<file path="src/rtl/sys_ctrl_pkg.sv">
// sys_ctrl_pkg: command opcodes, FSM state type and default operand addresses
package sys_ctrl_pkg;
    localparam logic [7:0] CMD_WR      = 8'hAA;
    localparam logic [7:0] CMD_RD      = 8'hBB;
    localparam logic [7:0] CMD_ALU_OP  = 8'hCC;
    localparam logic [7:0] CMD_ALU_NOP = 8'hDD;
    localparam int OPA_ADDR_DEF = 0;
    localparam int OPB_ADDR_DEF = 1;
    typedef enum logic [3:0] {
        IDLE, WR_ADDR, WR_DATA, RD_ADDR, RD_WAIT, ALU_A, ALU_B,
        ALU_FUN, ALU_START, ALU_WAIT, TX_LO, TX_HI
    } state_t;
endpackage

</file>
<file path="src/rtl/sys_ctrl_if.sv">
// sys_ctrl_if: UART RX/TX, register-file and ALU signals seen by the command sequencer
interface sys_ctrl_if #(
    parameter int DATA_WIDTH    = 8,
    parameter int ADDR_WIDTH    = 4,
    parameter int ALU_FUN_WIDTH = 4
);
    logic [DATA_WIDTH-1:0]    rx_data;
    logic                     rx_valid;
    logic [ADDR_WIDTH-1:0]    rf_addr;
    logic                     rf_wr_en;
    logic [DATA_WIDTH-1:0]    rf_wr_data;
    logic                     rf_rd_en;
    logic [DATA_WIDTH-1:0]    rf_rd_data;
    logic                     rf_rd_valid;
    logic                     alu_en;
    logic [ALU_FUN_WIDTH-1:0] alu_fun;
    logic [2*DATA_WIDTH-1:0]  alu_out;
    logic                     alu_out_valid;
    logic                     alu_clk_en;
    logic [DATA_WIDTH-1:0]    tx_data;
    logic                     tx_valid;
    logic                     tx_ready;
    logic                     busy;
    modport master (
        input  rx_data, rx_valid, rf_rd_data, rf_rd_valid, alu_out, alu_out_valid, tx_ready,
        output rf_addr, rf_wr_en, rf_wr_data, rf_rd_en, alu_en, alu_fun, alu_clk_en,
               tx_data, tx_valid, busy
    );
    modport slave (
        output rx_data, rx_valid, rf_rd_data, rf_rd_valid, alu_out, alu_out_valid, tx_ready,
        input  rf_addr, rf_wr_en, rf_wr_data, rf_rd_en, alu_en, alu_fun, alu_clk_en,
               tx_data, tx_valid, busy
    );
endinterface

</file>
<file path="src/rtl/sys_ctrl_tx.sv">
// sys_ctrl_tx: result buffer that returns the low byte, then optionally the high byte, over valid/ready
module sys_ctrl_tx #(
    parameter int DATA_WIDTH = 8
) (
    input  logic                    clk,
    input  logic                    reset,
    input  logic                    load,
    input  logic                    two,
    input  logic [2*DATA_WIDTH-1:0] result,
    input  logic                    tx_ready,
    output logic [DATA_WIDTH-1:0]   tx_data,
    output logic                    tx_valid,
    output logic                    more
);
    logic [DATA_WIDTH-1:0] hi;
    always_ff @(posedge clk or posedge reset)
        if (reset) begin
            hi       <= '0;
            tx_data  <= '0;
            tx_valid <= 1'b0;
            more     <= 1'b0;
        end else if (load) begin
            hi       <= result[2*DATA_WIDTH-1:DATA_WIDTH];
            tx_data  <= result[DATA_WIDTH-1:0];
            tx_valid <= 1'b1;
            more     <= two;
        end else if (tx_valid && tx_ready) begin
            tx_data  <= more ? hi : tx_data;
            tx_valid <= more;
            more     <= 1'b0;
        end
endmodule

</file>
<file path="src/rtl/sys_ctrl.sv">
// sys_ctrl: UART command sequencer driving register file / ALU and returning results byte-wise.
// Define SYS_CTRL_TIMEOUT_EN for the inter-byte watchdog and the err_timeout port.
module sys_ctrl import sys_ctrl_pkg::*; #(
    parameter int DATA_WIDTH    = 8,
    parameter int ADDR_WIDTH    = 4,
    parameter int ALU_FUN_WIDTH = 4,
    parameter int OPA_ADDR      = OPA_ADDR_DEF,
    parameter int OPB_ADDR      = OPB_ADDR_DEF
`ifdef SYS_CTRL_TIMEOUT_EN
    , parameter int TIMEOUT_CYCLES = 1024
`endif
) (
    input logic       clk,
    input logic       reset,
    sys_ctrl_if.master bus
`ifdef SYS_CTRL_TIMEOUT_EN
    , output logic    err_timeout
`endif
);
    state_t state, nxt;
    logic rxv, hs, more, load, wr_hit, tmo;
    logic [DATA_WIDTH-1:0] rx_byte;
    assign rxv     = bus.rx_valid;
    assign rx_byte = bus.rx_data;
    assign hs      = bus.tx_valid && bus.tx_ready;
    assign wr_hit  = rxv && state inside {WR_DATA, ALU_A, ALU_B};
    assign load    = (state == RD_WAIT && bus.rf_rd_valid) || (state == ALU_WAIT && bus.alu_out_valid);
`ifdef SYS_CTRL_TIMEOUT_EN
    localparam int CW = $clog2(TIMEOUT_CYCLES);
    logic [CW-1:0] cnt;
    logic collecting;
    assign collecting = state inside {WR_ADDR, WR_DATA, RD_ADDR, ALU_A, ALU_B, ALU_FUN};
    assign tmo = collecting && !rxv && cnt == CW'(TIMEOUT_CYCLES - 1);
    always_ff @(posedge clk or posedge reset)
        if (reset) begin
            cnt         <= '0;
            err_timeout <= 1'b0;
        end else begin
            cnt         <= collecting && !rxv && !tmo ? cnt + 1'b1 : '0;
            err_timeout <= tmo ? 1'b1 :
                           state == IDLE && rxv && rx_byte inside {CMD_WR, CMD_RD, CMD_ALU_OP, CMD_ALU_NOP} ? 1'b0 :
                           err_timeout;
        end
`else
    assign tmo = 1'b0;
`endif
    always_comb begin
        nxt = state;
        case (state)
            IDLE:      if (rxv) nxt = rx_byte == CMD_WR      ? WR_ADDR :
                                      rx_byte == CMD_RD      ? RD_ADDR :
                                      rx_byte == CMD_ALU_OP  ? ALU_A   :
                                      rx_byte == CMD_ALU_NOP ? ALU_FUN : IDLE;
            WR_ADDR:   if (rxv) nxt = WR_DATA;
            WR_DATA:   if (rxv) nxt = IDLE;
            RD_ADDR:   if (rxv) nxt = RD_WAIT;
            RD_WAIT:   if (bus.rf_rd_valid) nxt = TX_LO;
            ALU_A:     if (rxv) nxt = ALU_B;
            ALU_B:     if (rxv) nxt = ALU_FUN;
            ALU_FUN:   if (rxv) nxt = ALU_START;
            ALU_START: nxt = ALU_WAIT;
            ALU_WAIT:  if (bus.alu_out_valid) nxt = TX_LO;
            TX_LO:     if (hs) nxt = more ? TX_HI : IDLE;
            TX_HI:     if (hs) nxt = IDLE;
            default:   nxt = IDLE;
        endcase
        if (tmo) nxt = IDLE;
    end
    // outputs are registered from the next state so they line up with the state they describe
    always_ff @(posedge clk or posedge reset)
        if (reset) begin
            state          <= IDLE;
            bus.busy       <= 1'b0;
            bus.alu_clk_en <= 1'b0;
            bus.rf_wr_en   <= 1'b0;
            bus.rf_rd_en   <= 1'b0;
            bus.alu_en     <= 1'b0;
            bus.rf_addr    <= '0;
            bus.rf_wr_data <= '0;
            bus.alu_fun    <= '0;
        end else begin
            state          <= nxt;
            bus.busy       <= nxt != IDLE;
            bus.alu_clk_en <= nxt inside {ALU_FUN, ALU_START, ALU_WAIT};
            bus.rf_wr_en   <= wr_hit;
            bus.rf_rd_en   <= rxv && state == RD_ADDR;
            bus.alu_en     <= state == ALU_START;
            bus.rf_addr    <= !rxv ? bus.rf_addr :
                              state inside {WR_ADDR, RD_ADDR} ? rx_byte[ADDR_WIDTH-1:0] :
                              state == ALU_A ? ADDR_WIDTH'(OPA_ADDR) :
                              state == ALU_B ? ADDR_WIDTH'(OPB_ADDR) : bus.rf_addr;
            bus.rf_wr_data <= wr_hit ? rx_byte : bus.rf_wr_data;
            bus.alu_fun    <= rxv && state == ALU_FUN ? rx_byte[ALU_FUN_WIDTH-1:0] : bus.alu_fun;
        end
    sys_ctrl_tx #(.DATA_WIDTH(DATA_WIDTH)) u_tx (
        .clk      (clk),
        .reset    (reset),
        .load     (load),
        .two      (state == ALU_WAIT),
        .result   (state == ALU_WAIT ? bus.alu_out : {{DATA_WIDTH{1'b0}}, bus.rf_rd_data}),
        .tx_ready (bus.tx_ready),
        .tx_data  (bus.tx_data),
        .tx_valid (bus.tx_valid),
        .more     (more)
    );
endmodule

</file>
<file path="src/flat_wrapper.sv">
// flat-port wrapper written by rule: the top's interface ports become plain ports
module sys_ctrl_flat import sys_ctrl_pkg::*;
#(
    parameter int DATA_WIDTH    = 8,
    parameter int ADDR_WIDTH    = 4,
    parameter int ALU_FUN_WIDTH = 4,
    parameter int OPA_ADDR      = OPA_ADDR_DEF,
    parameter int OPB_ADDR      = OPB_ADDR_DEF

)
  (clk, reset, bus_rx_data, bus_rx_valid, bus_rf_rd_data, bus_rf_rd_valid, bus_alu_out, bus_alu_out_valid, bus_tx_ready, bus_rf_addr, bus_rf_wr_en, bus_rf_wr_data, bus_rf_rd_en, bus_alu_en, bus_alu_fun, bus_alu_clk_en, bus_tx_data, bus_tx_valid, bus_busy);
  sys_ctrl_if #(.DATA_WIDTH(DATA_WIDTH), .ADDR_WIDTH(ADDR_WIDTH), .ALU_FUN_WIDTH(ALU_FUN_WIDTH)) bus_i ();
  input logic clk;
  input logic reset;
  input wire logic [$bits(bus_i.rx_data)-1:0] bus_rx_data;
  input wire logic [$bits(bus_i.rx_valid)-1:0] bus_rx_valid;
  input wire logic [$bits(bus_i.rf_rd_data)-1:0] bus_rf_rd_data;
  input wire logic [$bits(bus_i.rf_rd_valid)-1:0] bus_rf_rd_valid;
  input wire logic [$bits(bus_i.alu_out)-1:0] bus_alu_out;
  input wire logic [$bits(bus_i.alu_out_valid)-1:0] bus_alu_out_valid;
  input wire logic [$bits(bus_i.tx_ready)-1:0] bus_tx_ready;
  output wire logic [$bits(bus_i.rf_addr)-1:0] bus_rf_addr;
  output wire logic [$bits(bus_i.rf_wr_en)-1:0] bus_rf_wr_en;
  output wire logic [$bits(bus_i.rf_wr_data)-1:0] bus_rf_wr_data;
  output wire logic [$bits(bus_i.rf_rd_en)-1:0] bus_rf_rd_en;
  output wire logic [$bits(bus_i.alu_en)-1:0] bus_alu_en;
  output wire logic [$bits(bus_i.alu_fun)-1:0] bus_alu_fun;
  output wire logic [$bits(bus_i.alu_clk_en)-1:0] bus_alu_clk_en;
  output wire logic [$bits(bus_i.tx_data)-1:0] bus_tx_data;
  output wire logic [$bits(bus_i.tx_valid)-1:0] bus_tx_valid;
  output wire logic [$bits(bus_i.busy)-1:0] bus_busy;
  assign bus_i.rx_data = bus_rx_data;
  assign bus_i.rx_valid = bus_rx_valid;
  assign bus_i.rf_rd_data = bus_rf_rd_data;
  assign bus_i.rf_rd_valid = bus_rf_rd_valid;
  assign bus_i.alu_out = bus_alu_out;
  assign bus_i.alu_out_valid = bus_alu_out_valid;
  assign bus_i.tx_ready = bus_tx_ready;
  assign bus_rf_addr = bus_i.rf_addr;
  assign bus_rf_wr_en = bus_i.rf_wr_en;
  assign bus_rf_wr_data = bus_i.rf_wr_data;
  assign bus_rf_rd_en = bus_i.rf_rd_en;
  assign bus_alu_en = bus_i.alu_en;
  assign bus_alu_fun = bus_i.alu_fun;
  assign bus_alu_clk_en = bus_i.alu_clk_en;
  assign bus_tx_data = bus_i.tx_data;
  assign bus_tx_valid = bus_i.tx_valid;
  assign bus_busy = bus_i.busy;
  sys_ctrl #(.DATA_WIDTH(DATA_WIDTH), .ADDR_WIDTH(ADDR_WIDTH), .ALU_FUN_WIDTH(ALU_FUN_WIDTH), .OPA_ADDR(OPA_ADDR), .OPB_ADDR(OPB_ADDR)) u_core (.clk(clk), .reset(reset), .bus(bus_i));
endmodule
</file>
<file path="config.mk">
export PLATFORM = sky130hd
export DESIGN_NAME = sys_ctrl_flat
export DESIGN_NICKNAME = d
export VERILOG_FILES = /design/src/rtl/sys_ctrl_pkg.sv /design/src/rtl/sys_ctrl_if.sv /design/src/rtl/sys_ctrl_tx.sv /design/src/rtl/sys_ctrl.sv /design/src/flat_wrapper.sv
export SDC_FILE = /design/constraint.sdc
export NUM_CORES = 1
export LEC_CHECK = 0
export ABC_AREA = 1
export CAP_MARGIN = 20
export CORE_MARGIN = 4
export CORE_UTILIZATION = 39
export CTS_BUF_LIST = sky130_fd_sc_hd__clkbuf_8
export DETAILED_ROUTE_END_ITERATION = 10
export GPL_TIMING_DRIVEN = 0
export PLACE_DENSITY = 0.75
export SLEW_MARGIN = 20
export SYNTH_ARGS = -nofsm -noshare
export SYNTH_HDL_FRONTEND = slang
export SYNTH_SLANG_ARGS = --single-unit
</file>
<file path="constraint.sdc">
create_clock -name clk -period 3.3 [get_ports clk]
set_clock_uncertainty 0.1 [all_clocks]
set_input_delay 0.99 -clock clk [delete_from_list [all_inputs] [get_ports clk]]
set_output_delay 0.99 -clock clk [all_outputs]
set_load 0.1 [all_outputs]
</file>
# After elaboration in Yosys (flattened, before gate mapping)
# Cells that the tools add are included.
# classes
mux,28
n_eq_ne,18
reduce_logical,17
# ops
operator,n
$mux 4,18
$pmux 4 s12,1
$eq 8x8->1 const B,4
$eq 4x4->1 const B,6
$mux 8,3
$eq 4x3->1 const B,5
$mux 16,1
$reduce_bool 3->1,3
$eq 4x2->1 const B,2
$logic_and 1x1->1,6
$reduce_bool 2->1,3
$eq 4x1->1 const B,1
$logic_not 4->1,1
$mux 1,4
$reduce_and 2->1,2
$reduce_bool 4->1,1
$mux 3,1
$logic_or 1x1->1,1
# word_totals
word_cells,76
regBits,43
output_inout_bits,30

# Logic depth before layout (Yosys ltp)
# Gate-level depths: netlist of the first run.
# logic_depth
depth_word,9
depth_mapped,11
mapped_depth_nobuf,11

# Cells and area by module
# Synthesis of the first run repeated with hierarchy kept, for this count alone.
# hier_totals
hier_cells,323
hier_area_um2,2397.3
# modules_own_cells
module,cells_each,area_per_inst_um2,n_inst,seq_area_each_um2
sys_ctrl,227,1525.2,1,625.6
sys_ctrl_tx,96,872.1,1,450.4

# Least setup slack after synthesis of the first run
# OpenSTA, ideal clock, no wires.
# synth_timing
kind,reg2reg
from,register u_core.u_tx.tx_valid
to,register u_core.bus.alu_clk_en
slack_ns,1.178
stages_incl_launch_ff,11
setup_ns,0.070
synth_period_minus_slack_ns,2.122
arrival_ns,1.951
required_ns,3.130
path_buffers,0
path_cell_list,dfrtp_1 > nand2_1 > nor2_2 > nand3_1 > nand2_1 > inv_1 > nand2_1 > nor2_1 > nand2_1 > nand3_1 > nand3_1
# synth_via
elab_chain_len,5
word_cells_on_any_way,8
classes_between,3 x eq/ne; 3 x mux; 2 x reduce/logical
# synth_rtl
item,line_no,rtl
start: declaration,sys_ctrl_tx.sv:12,"output logic tx_valid,"
start signal: assignment,sys_ctrl_tx.sv:29,tx_valid <= more;
$logic_and 1x1->1 *,sys_ctrl.sv:25,assign hs = bus.tx_valid && bus.tx_ready;
$mux 4 (on tied branches),"sys_ctrl.sv:64, sys_ctrl.sv:63",
$pmux 4 s12 *,sys_ctrl.sv:49,case (state)
net u_core.nxt[0],sys_ctrl.sv:20,"state_t state, nxt;"
$eq 4x3->1 or $eq 4x4->1 (tied branches),sys_ctrl.sv:84,"bus.alu_clk_en <= nxt inside {ALU_FUN, ALU_START, ALU_WAIT};"
$reduce_bool 3->1 *,sys_ctrl.sv:84,
end signal: assignment,sys_ctrl.sv:84,
end: declaration,sys_ctrl_if.sv:26,"output rf_addr, rf_wr_en, rf_wr_data, rf_rd_en, alu_en, alu_fun, alu_clk_en,"
# Mark *: on every way through the listed nets, which the timed path passes. The rest lies on a longest branch.
# A chain may end at the register's enable or synchronous reset.

# Worst setup path after layout of the first run
# layout_timing
from,register u_core.bus.rf_wr_data[0]
to,output port bus_rf_wr_data[0]
# layout_rtl
item,line_no,rtl
start: declaration,sys_ctrl_if.sv:26,
start signal: assignment,sys_ctrl.sv:92,bus.rf_wr_data <= wr_hit ? rx_byte : bus.rf_wr_data;
end: declaration,flat_wrapper.sv:24,output wire logic [$bits(bus_i.rf_wr_data)-1:0] bus_rf_wr_data;
# No word-level cell between the ends.

==> results of run 1 <==
==> through the flow <==
step | std cells | hold slack [ps] | power [mW]
after floorplan | 279 | 336 | 2.46
final | 425 | 371 | 3.24
after global routing | 425 | 400 | 3.41
after global placement | 416 | 352 | 2.93
after detailed placement | 417 | 358 | 2.96
after CTS | 425 | 374 | 3.27
==> worst paths after layout <==
path / end / depth (start not counted) / from / slack [ps]
hold reg to reg: u_core.u_tx.hi[2]$_DFFE_PP0N_ / 2 / u_core.u_tx.hi[2]$_DFFE_PP0N_ / 370
setup / recovery: bus_rf_wr_data[0] / 1 / u_core.bus.rf_wr_data[0]$_DFFE_PP0P_ / 410
min in group asynchronous: u_core.bus.alu_fun[1]$_DFFE_PP0P_ / 2 / reset / 930
hold / removal: u_core.u_tx.hi[2]$_DFFE_PP0N_ / 2 / u_core.u_tx.hi[2]$_DFFE_PP0N_ / 370
setup reg to reg: u_core.bus.rf_wr_data[7]$_DFFE_PP0P_ / 4 / u_core.state[2]$_DFF_PP0_ / 1490
max in group asynchronous: u_core.state[2]$_DFF_PP0_ / 3 / reset / 1710
==> per-layer routing <==
metal | GRT usage | share of wire | wire [microns] | vias to the layer above
li1 | - | - | - | 1048
met1 | 0.213 | 0.44 | 2400 | 919
met2 | 0.270 | 0.49 | 2680 | 50
met3 | 0.0357 | 0.044 | 240 | 7
met4 | 0.0594 | 0.018 | 95 | 0
met5 | 0 | 0 | 0 | -
==> kinds of logic (layout without fill, tap and decap cells) <==
group                  after synthesis  in the layout  share of synthesized area
flip-flops                          43             43                      0.486
AND/OR/NAND/NOR                    166            166                      0.331
buffers and inverters               37            111                     0.0780
multiplexers                         1              1                    0.00508
AO/OA/AOI/OAI                       32             32                      0.101
==> final cells by class <==
type / count / share of cell area
buffer: 6 / 0.0176
clock buffer: 5 / 0.0225
clock inverter: 3 / 0.00408
inverter: 31 / 0.0388
multi-input combinational: 199 / 0.315
sequential: 43 / 0.351
tap: 72 / 0.0294
timing repair buffer: 66 / 0.221
==> report_power, final <==
group          switching (mW)  internal [mW]  leakage [nW]
Sequential              0.118          0.736         0.541
Clock                   0.163          0.142        0.0505
Combinational            1.58          0.506         0.902
Total                    1.86           1.38          1.49
==> layout by cell type, fill, tap and decap left out, types with 2 or more instances in the layout <==
master / count
nand3_2: 2
buf_6: 2
clkbuf_8: 5
a21oi_1: 8
a21oi_2: 2
nor2_1: 44
inv_1: 27
a31oi_1: 3
nor2_2: 5
dfrtp_1: 43
o21ai_0: 5
inv_2: 5
nand2_1: 78
nand2_2: 5
o22ai_1: 3
o311ai_1: 5
nor3_1: 2
nand4_1: 3
nand3_1: 24
clkdlybuf4s50_1: 65
==> sequential cells by signal, summed over array words and instances (netlist names) <==
name,cells
u_core.bus.rf_rd_en,1
u_core.bus.alu_clk_en,1
u_core.u_tx.tx_data,8
u_core.u_tx.more,1
u_core.state,4
u_core.bus.rf_addr,4
u_core.bus.alu_fun,4
u_core.u_tx.tx_valid,1
u_core.u_tx.hi,8
u_core.bus.alu_en,1
u_core.bus.rf_wr_data,8
u_core.bus.busy,1
u_core.bus.rf_wr_en,1
==> worst min-delay path, stage by stage (launching register included) <==
cell	delay, ps
dfrtp_1	320
nand2_1	60
nand2_1	50
==> impl_metrics.yaml, run 1 <==
status:
  outcome: "complete, no violations"
final_layout:
  layout.nets: 390
  nFillCells: 491
  regArea_sq_um: 1080
  num_antenna_cells: 0
  syn_to_final_growth_pct: 38.4
  drive_gt1_frac: 0.110
  multi_input_area_sq_um: 966
  postLayoutCoreUtil: 0.556
  stdcell_area_sq_um: 3060
synthesis:
  syn_nets: 317
  yosysSeqAreaShare: 0.486
  synth_commonest_cells: "nand2_1, nor2_1, dfrtp_1, inv_1, nand3_1"
  synth-async-reset-ratio: 1.00
  ys_ff_latch: 43
  synth_top_area_frac: 0.486
  synth_warnings: 0
  yosysMostFrequentCell: "nand2_1"
  synth_ff_type: "dfrtp_1"
  synth_area_sq_um: 2210
  avgSynthCellArea_sq_um: 7.94
  synthCells: 279
  synth_edf_count: 0
  synthTopCellsByArea: "dfrtp_1, nand2_1, nor2_1"
  yosysTopAreaCell: "dfrtp_1"
  ys_types: 33
placed_design:
  io_buffers: 65
  pre_cts_slack_ps: 658
  placed_cell_area_sq_um: 2980
  dp_hpwl_mm: 4.29
  finalWeightedCongestion: 0.844
clock_tree:
  ctsResizeCount: 0
  post_cts_buffers: 0
  cts_buffer_depth: 2
  root_buffer: "clkbuf_8"
  cts_tree: "yes"
  cts.sinks: 43
  numCtsBuffers: 5
  htreeDepth: 2
  clk_pin_slew_ps: 70
  insertion_delay_ps: 280
  cts_hold_buf: 0
grt:
  overflow: 0
  grt_pass1_wl_mm: 9.33
  track_usage: 0.164
  grt_pass1_vias: 1952
  grt_max_degree: 26
  antenna_found_initial: 0
worst_setup_path:
  cp.required_ps: 2210
  cp_slowest_stage_delay_ps: 1140
  crit_chain: "clkdlybuf4s50_1"
  critPathTopFamily: "buffers and inverters"
  cp-start-kind: "register"
  worstSetupEndpointType: "output port"
  worst-path-buf-inv: 1
  cpMaxStageDelayCell: "clkdlybuf4s50_1"
  critPathKind: "reg2out"
  crit_arrival_ps: 1800
  cp_max_fo: 2
floorplan:
  die_x_microns: 83.4
  io_pins: 68
  core_area_sq_um: 5510
  row_count: 27
  start_util: 0.402
  die_h_microns: 83.4
  die_area_sq_um: 6950
sta:
  worstMarginPinSlew_ps: 981
  hold_viol: 0
  drv_slew: 0
  slew-limit-headroom: 0.344
  min_period_ps: 2890
  rsz0062_at_grt: "no"
  fmax_mhz: 346
  setup_ws_ps: 411
  fin_setup_tns_ps: 0
  setup_violations: 0
  min_period_over_period: 0.876
routing:
  firstDrtPassIters: 4
  wl_per_cell_microns: 12.7
  wl_mm: 5.42
  antenna_left: 0
  vias: 2024
  first_iter_violations: 78
  detail_route.vias_per_cell: 4.76
  route.detailed.drc: 0
power:
  ir_worst_vdd_v: 0.000945
  power.density_nw_per_um2: 1060
  p_leak_nw: 1.49
min_path:
  hp-class: "reg2reg"
run:
  drv_cap: 0
No activity file was read; power rests on OpenSTA's default activity.
==> run 2, diff against run 1 <==
--- a/config.mk
+++ b/config.mk
@@ -8,11 +8,11 @@
 export ABC_AREA = 1
 export CAP_MARGIN = 20
 export CORE_MARGIN = 4
-export CORE_UTILIZATION = 39
+export CORE_UTILIZATION = 52
 export CTS_BUF_LIST = sky130_fd_sc_hd__clkbuf_8
 export DETAILED_ROUTE_END_ITERATION = 10
 export GPL_TIMING_DRIVEN = 0
-export PLACE_DENSITY = 0.75
+export PLACE_DENSITY = 0.94
 export SLEW_MARGIN = 20
 export SYNTH_ARGS = -nofsm -noshare
 export SYNTH_HDL_FRONTEND = slang
==> run 2 against run 1 <==
Effect of this change:
- routed wire length rose by 9.4%
- first-iteration DRC count increased to 2.7 times the previous value
- register-to-register slack better by 20 ps
- critical path depth stayed put
==> impl_metrics.yaml, run 2 (synthesis gave the netlist of run 1 again) <==
sta:
  fin_setup_tns_ps: 0
  hold_viol: 0
  worstMarginPinSlew_ps: 981
  min_period_ps: 2920
  rsz0062_at_grt: "no"
  fmax_mhz: 343
  drv_slew: 0
  slew-limit-headroom: 0.344
  setup_violations: 0
  min_period_over_period: 0.884
floorplan:
  start_util: 0.546
  row_count: 23
  io_pins: 68
  core_area_sq_um: 4060
  die_h_microns: 73.3
  die_x_microns: 73.3
  die_area_sq_um: 5370
routing:
  vias: 2179
  antenna_left: 0
  route.detailed.drc: 0
  detail_route.vias_per_cell: 5.41
  firstDrtPassIters: 4
  wl_per_cell_microns: 14.7
  first_iter_violations: 214
  wl_mm: 5.92
clock_tree:
  post_cts_buffers: 0
  root_buffer: "clkbuf_8"
  cts_hold_buf: 0
  numCtsBuffers: 5
  cts_tree: "yes"
  htreeDepth: 2
  ctsResizeCount: 0
  cts_buffer_depth: 2
  cts.sinks: 43
  insertion_delay_ps: 310
  clk_pin_slew_ps: 90
placed_design:
  finalWeightedCongestion: 0.945
  io_buffers: 65
  dp_hpwl_mm: 4.44
worst_setup_path:
  cpMaxStageDelayCell: "clkdlybuf4s50_1"
  crit_chain: "clkdlybuf4s50_1"
  worst-path-buf-inv: 1
  critPathTopFamily: "buffers and inverters"
  worstSetupEndpointType: "output port"
  cp.required_ps: 2210
  cp_slowest_stage_delay_ps: 1140
  crit_arrival_ps: 1830
  critPathKind: "reg2out"
  cp_max_fo: 2
  cp-start-kind: "register"
power:
  power.total_mw: 3.46
  comb_power_share: 0.609
  power.density_nw_per_um2: 1120
  p_switching_mw: 1.91
  ir_worst_vdd_v: 0.00102
  p_int_mw: 1.54
  p_sw_frac: 0.554
  pwr-share-clk: 0.143
  p_seq_frac: 0.249
  p_leak_nw: 1.50
final_layout:
  reg.largest.list: "u_core.bus.rf_wr_data: 8 flops, u_core.u_tx.hi: 8 flops, u_core.u_tx.tx_data: 8 flops"
  nFillCells: 298
  drive_gt1_frac: 0.116
  syn_to_final_growth_pct: 39.3
  layout_commonest_cell: "nand2_1"
  final_cell_mix: "nand2_1, clkdlybuf4s50_1, nor2_1, dfrtp_1, inv_1"
  layout.nets: 390
  num_antenna_cells: 0
grt:
  grt_pass1_wl_mm: 9.97
  overflow: 0
  grt_pass1_vias: 2148
  grt_max_degree: 37
  antenna_found_initial: 0
  track_usage: 0.244
run:
  drv_cap: 0
status:
  outcome: "complete, no violations"
min_path:
  hp-class: "reg2reg"
run 2: cell types whose count changed in the layout (fill, tap and decap cells not counted):
cell / change
buf_12: +1
bufinv_16: +2
buf_16: -1
inv_1: -2
clkinvlp_4: +1
clkinv_2: -1
run 2: area by class of cell:
class	count	area, sq um	area share
Sequential cell	43	1080	0.349
Clock inverter	3	67.6	0.0219
Multi-Input combinational cell	199	966	0.313
Inverter	31	119	0.0385
Tap cell	50	62.6	0.0203
Timing Repair Buffer	66	671	0.217
Clock buffer	5	68.8	0.0223
Buffer	6	53.8	0.0174
run 2: per-stage QoR:
stage                     area (sq um)  hold slack [ps]  cells  worst slack, ps  utilization
after floorplan                   2210              336    279             1180            -
after global placement            2930              355    394              406        0.722
after detailed placement          2950              363    395              661        0.726
after CTS                         3080              391    403              374        0.760
after global routing              3080              408    403              336        0.760
final                             3080              389    403              381        0.760
run 2: final timing paths:
kind | startpoint | end | slack (ps) | depth (start not counted)
min reg2reg | u_core.u_tx.hi[4]$_DFFE_PP0N_ | u_core.u_tx.hi[4]$_DFFE_PP0N_ | 390 | 2
max | u_core.bus.rf_addr[3]$_DFFE_PP0P_ | bus_rf_addr[3] | 380 | 1
max in group asynchronous | reset | u_core.state[1]$_DFF_PP0_ | 1850 | 3
max reg2reg | u_core.state[0]$_DFF_PP0_ | u_core.bus.alu_clk_en$_DFF_PP0_ | 1510 | 11
min | u_core.u_tx.hi[4]$_DFFE_PP0N_ | u_core.u_tx.hi[4]$_DFFE_PP0N_ | 390 | 2
min in group asynchronous | reset | u_core.u_tx.tx_data[4]$_DFFE_PP0P_ | 800 | 2
run 2: power groups by stage:
| stage | Clock, mW | Sequential (mW) | Combinational, mW |
|---|---|---|---|
| 6_report | 0.493 | 0.860 | 2.10 |
| 5_1_grt | 0.525 | 0.889 | 2.21 |
| 4_1_cts | 0.498 | 0.859 | 2.11 |
| 3_5_place_dp | 0 | 0.866 | 2.10 |
| 3_3_place_gp | 0 | 0.855 | 2.06 |
| 2_1_floorplan | 0 | 1.95 | 0.502 |
run 2: per-layer routing:
metal  global-route usage  wire, microns  up-vias
li1                     -              -     1047
met1                0.319           2430     1035
met2                0.398           2980       86
met3               0.0547            413       11
met4               0.0861             93        0
met5                    0              0        -
==> run 3, diff against run 2 <==
--- a/config.mk
+++ b/config.mk
@@ -8,12 +8,15 @@
 export ABC_AREA = 1
 export CAP_MARGIN = 20
 export CORE_MARGIN = 4
-export CORE_UTILIZATION = 52
+export CORE_UTILIZATION = 53
 export CTS_BUF_LIST = sky130_fd_sc_hd__clkbuf_8
+export CTS_CLUSTER_DIAMETER = 120
 export DETAILED_ROUTE_END_ITERATION = 10
 export GPL_TIMING_DRIVEN = 0
 export PLACE_DENSITY = 0.94
 export SLEW_MARGIN = 20
 export SYNTH_ARGS = -nofsm -noshare
 export SYNTH_HDL_FRONTEND = slang
+export SYNTH_HIERARCHICAL = 1
 export SYNTH_SLANG_ARGS = --single-unit
+export TNS_END_PERCENT = 5
==> run 3 against run 2 <==
Effect of this change:
- first-iteration DRC count shrank 7.0%
- maximum frequency shrank 4.7%
- worst hold slack gained 10 ps
- non-clock buffer count grew 3
- utilization shrank 2.6 points
- via count grew 4.5%
- total power shrank 12%
- sequential power shrank 7.0%
- sequential cell count is the same
- clock power shrank 38%
- cell count grew 11%
- critical endpoint is now bus_tx_valid
- largest cell class is now multi-input combinational cells
==> impl_metrics.yaml, run 3 <==
routing:
  wl_per_cell_microns: 13.6
  vias: 2278
  firstDrtPassIters: 5
  first_iter_violations: 199
  antenna_left: 0
  detail_route.vias_per_cell: 5.10
  wl_mm: 6.07
  route.detailed.drc: 0
min_path:
  min_to: "u_core/bus.alu_fun[3]$_DFFE_PP0P_"
  hp-class: "reg2reg"
  min_from: "u_core/bus.alu_fun[3]$_DFFE_PP0P_"
  min_path_cells: 2
floorplan:
  io_pins: 68
  die_h_microns: 75.3
  die_area_sq_um: 5660
  start_util: 0.551
  row_count: 24
  core_area_sq_um: 4350
  die_x_microns: 75.3
final_layout:
  layout.nets: 434
  fin_cells: 447
  drive_gt1_frac: 0.101
  stdcell_area_sq_um: 3200
  reg.largest.list: "u_core/bus.rf_wr_data: 8 flops, u_core/u_tx/hi: 8 flops, u_core/u_tx/tx_data: 8 flops"
  syn_to_final_growth_pct: 33.3
  final_cell_mix: "nand2_1, clkdlybuf4s50_1, dfrtp_1, inv_1, nor2_1"
  num_antenna_cells: 0
  layout_commonest_cell: "nand2_1"
synthesis:
  yosysTopAreaCell: "dfrtp_1"
  synthXorXnorAreaFrac: 0
  synth_top_area_frac: 0.449
  syn_nets: 361
  yosysSeqAreaShare: 0.449
  synth_ff_type: "dfrtp_1"
  ys_ff_latch: 43
  synthAdderAreaFrac: 0
  yosysMostFrequentCell: "nand2_1"
  synth_area_sq_um: 2400
  avgSynthCellArea_sq_um: 7.42
  synth-simple-area-share: 0.385
  synthCells: 323
  synthTopCellsByArea: "dfrtp_1, nand2_1, inv_1"
  synth_edf_count: 0
  ys_types: 26
  synth_commonest_cells: "nand2_1, dfrtp_1, inv_1, nor2_1, nand3_1"
  synth-compound-area-share: 0.0642
  muxShareOfSynthArea: 0
  synth_top_family_by_area: "simple AND/OR/NAND/NOR gates"
  synth-async-reset-ratio: 1.00
  synth_warnings: 6
placed_design:
  placed_cell_area_sq_um: 3120
  dp_hpwl_mm: 4.64
  dp.cells: 441
  io_buffers: 66
  finalWeightedCongestion: 0.903
power:
  comb_power_share: 0.637
  power.density_nw_per_um2: 954
  ir_worst_vdd_v: 0.000770
  p_switching_mw: 1.75
  p_sw_frac: 0.575
  p_leak_nw: 1.65
  p_seq_frac: 0.263
  pwr-share-clk: 0.101
  p_int_mw: 1.30
clock_tree:
  clk_pin_slew_ps: 80
  ctsResizeCount: 0
  post_cts_buffers: 0
  cts_hold_buf: 0
  root_buffer: "clkbuf_8"
  numCtsBuffers: 5
  cts_tree: "yes"
  cts.sinks: 43
  cts_buffer_depth: 2
  htreeDepth: 2
  insertion_delay_ps: 300
grt:
  gr-usage-met2: 0.377
  grt_pass1_wl_mm: 9.73
  antenna_found_initial: 0
  overflow: 0
  grt_max_degree: 26
  grt_pass1_vias: 2145
  track_usage: 0.228
  grt_use_met3: 0.0467
  met1_usage: 0.306
  grt.busiest_layer: "met2"
worst_setup_path:
  r2r_end: "u_core/u_tx/tx_data[6]$_DFFE_PP0P_"
  worst-path-buf-inv: 1
  cp_slowest_stage_delay_ps: 1180
  worstSetupEndpointType: "output port"
  crit_arrival_ps: 1970
  critPathTopFamily: "buffers and inverters"
  reg2reg_depth: 13
  cp_max_fo: 7
  reg2reg_setup_slack_ps: 1430
  critPathKind: "reg2out"
  cpMaxStageDelayCell: "clkdlybuf4s50_1"
  cp.required_ps: 2210
  timing.rr.start: "u_core/state[0]$_DFF_PP0_"
  cp-start-kind: "register"
  crit_chain: "clkdlybuf4s50_1"
sta:
  min_period_over_period: 0.928
  setup_violations: 0
  fin_setup_tns_ps: 0
  fmax_mhz: 327
  slew-limit-headroom: 0.337
  hold_viol: 0
  drv_slew: 0
  min_period_ps: 3060
  rsz0062_at_grt: "no"
  worstMarginPinSlew_ps: 992
status:
  outcome: "complete, no violations"
run:
  drv_cap: 0
-- run 3: cell count changes in the layout (fill, tap and decap cells not counted), moves of 4 or more --
cell / change
nand2_4: +8
nand2_1: +45
o311ai_1: -5
a21oi_1: +4
nor2_1: -9
inv_1: +10
-- run 3: layout make-up --
class	count	area (sq um)
fillers	334	1160
multi-input cells	230	1080
flip-flops and latches	43	1080
repair buffers	66	661
inverters	41	159
plain buffers	9	85.1
clock buffers	5	68.8
well taps	52	65.1
clock inverters	1	3.75
-- run 3: through the flow --
stage | power, mW | hold slack [ps] | util | setup WS [ps]
finish | 3.05 | 399 | 0.734 | 238
global placement | 2.69 | 368 | 0.717 | 563
detailed placement | 2.74 | 381 | 0.717 | 569
global route | 3.17 | 417 | 0.734 | 174
CTS | 3.05 | 400 | 0.734 | 233
floorplan | 2.27 | 374 | - | 1200
-- run 3: worst max path at each step --
stage / start / endpoint / depth (start not counted)
CTS: u_core/u_tx/tx_valid$_DFFE_PP0P_ / bus_tx_valid / 1
finish: u_core/u_tx/tx_valid$_DFFE_PP0P_ / bus_tx_valid / 1
detailed placement: u_core/u_tx/tx_valid$_DFFE_PP0P_ / bus_tx_valid / 1
global route: u_core/u_tx/tx_valid$_DFFE_PP0P_ / bus_tx_valid / 1
floorplan: u_core/u_tx/tx_valid$_DFFE_PP0P_ / bus_tx_valid / 0
global placement: u_core/u_tx/tx_valid$_DFFE_PP0P_ / bus_tx_valid / 1
-- run 3: routing by layer --
metal | wire length, microns | share of wire | up-vias
met5 | 0 | 0 | -
met4 | 78 | 0.013 | 0
met3 | 333 | 0.055 | 9
met2 | 3000 | 0.49 | 72
met1 | 2660 | 0.44 | 1063
li1 | - | - | 1134
-- run 3: cells by family after synthesis --
group | count (synthesis)
AO/OA/AOI/OAI | 25
buffers and inverters | 50
flip-flops | 43
AND/OR/NAND/NOR | 205
-- run 3: power groups by stage --
stage | clock network [mW] | logic (mW) | registers [mW]
6_report | 0.307 | 1.94 | 0.800
3_5_place_dp | 0 | 1.93 | 0.808
2_1_floorplan | 0 | 0.480 | 1.79
5_1_grt | 0.332 | 2.02 | 0.821
4_1_cts | 0.311 | 1.94 | 0.801
3_3_place_gp | 0 | 1.89 | 0.801
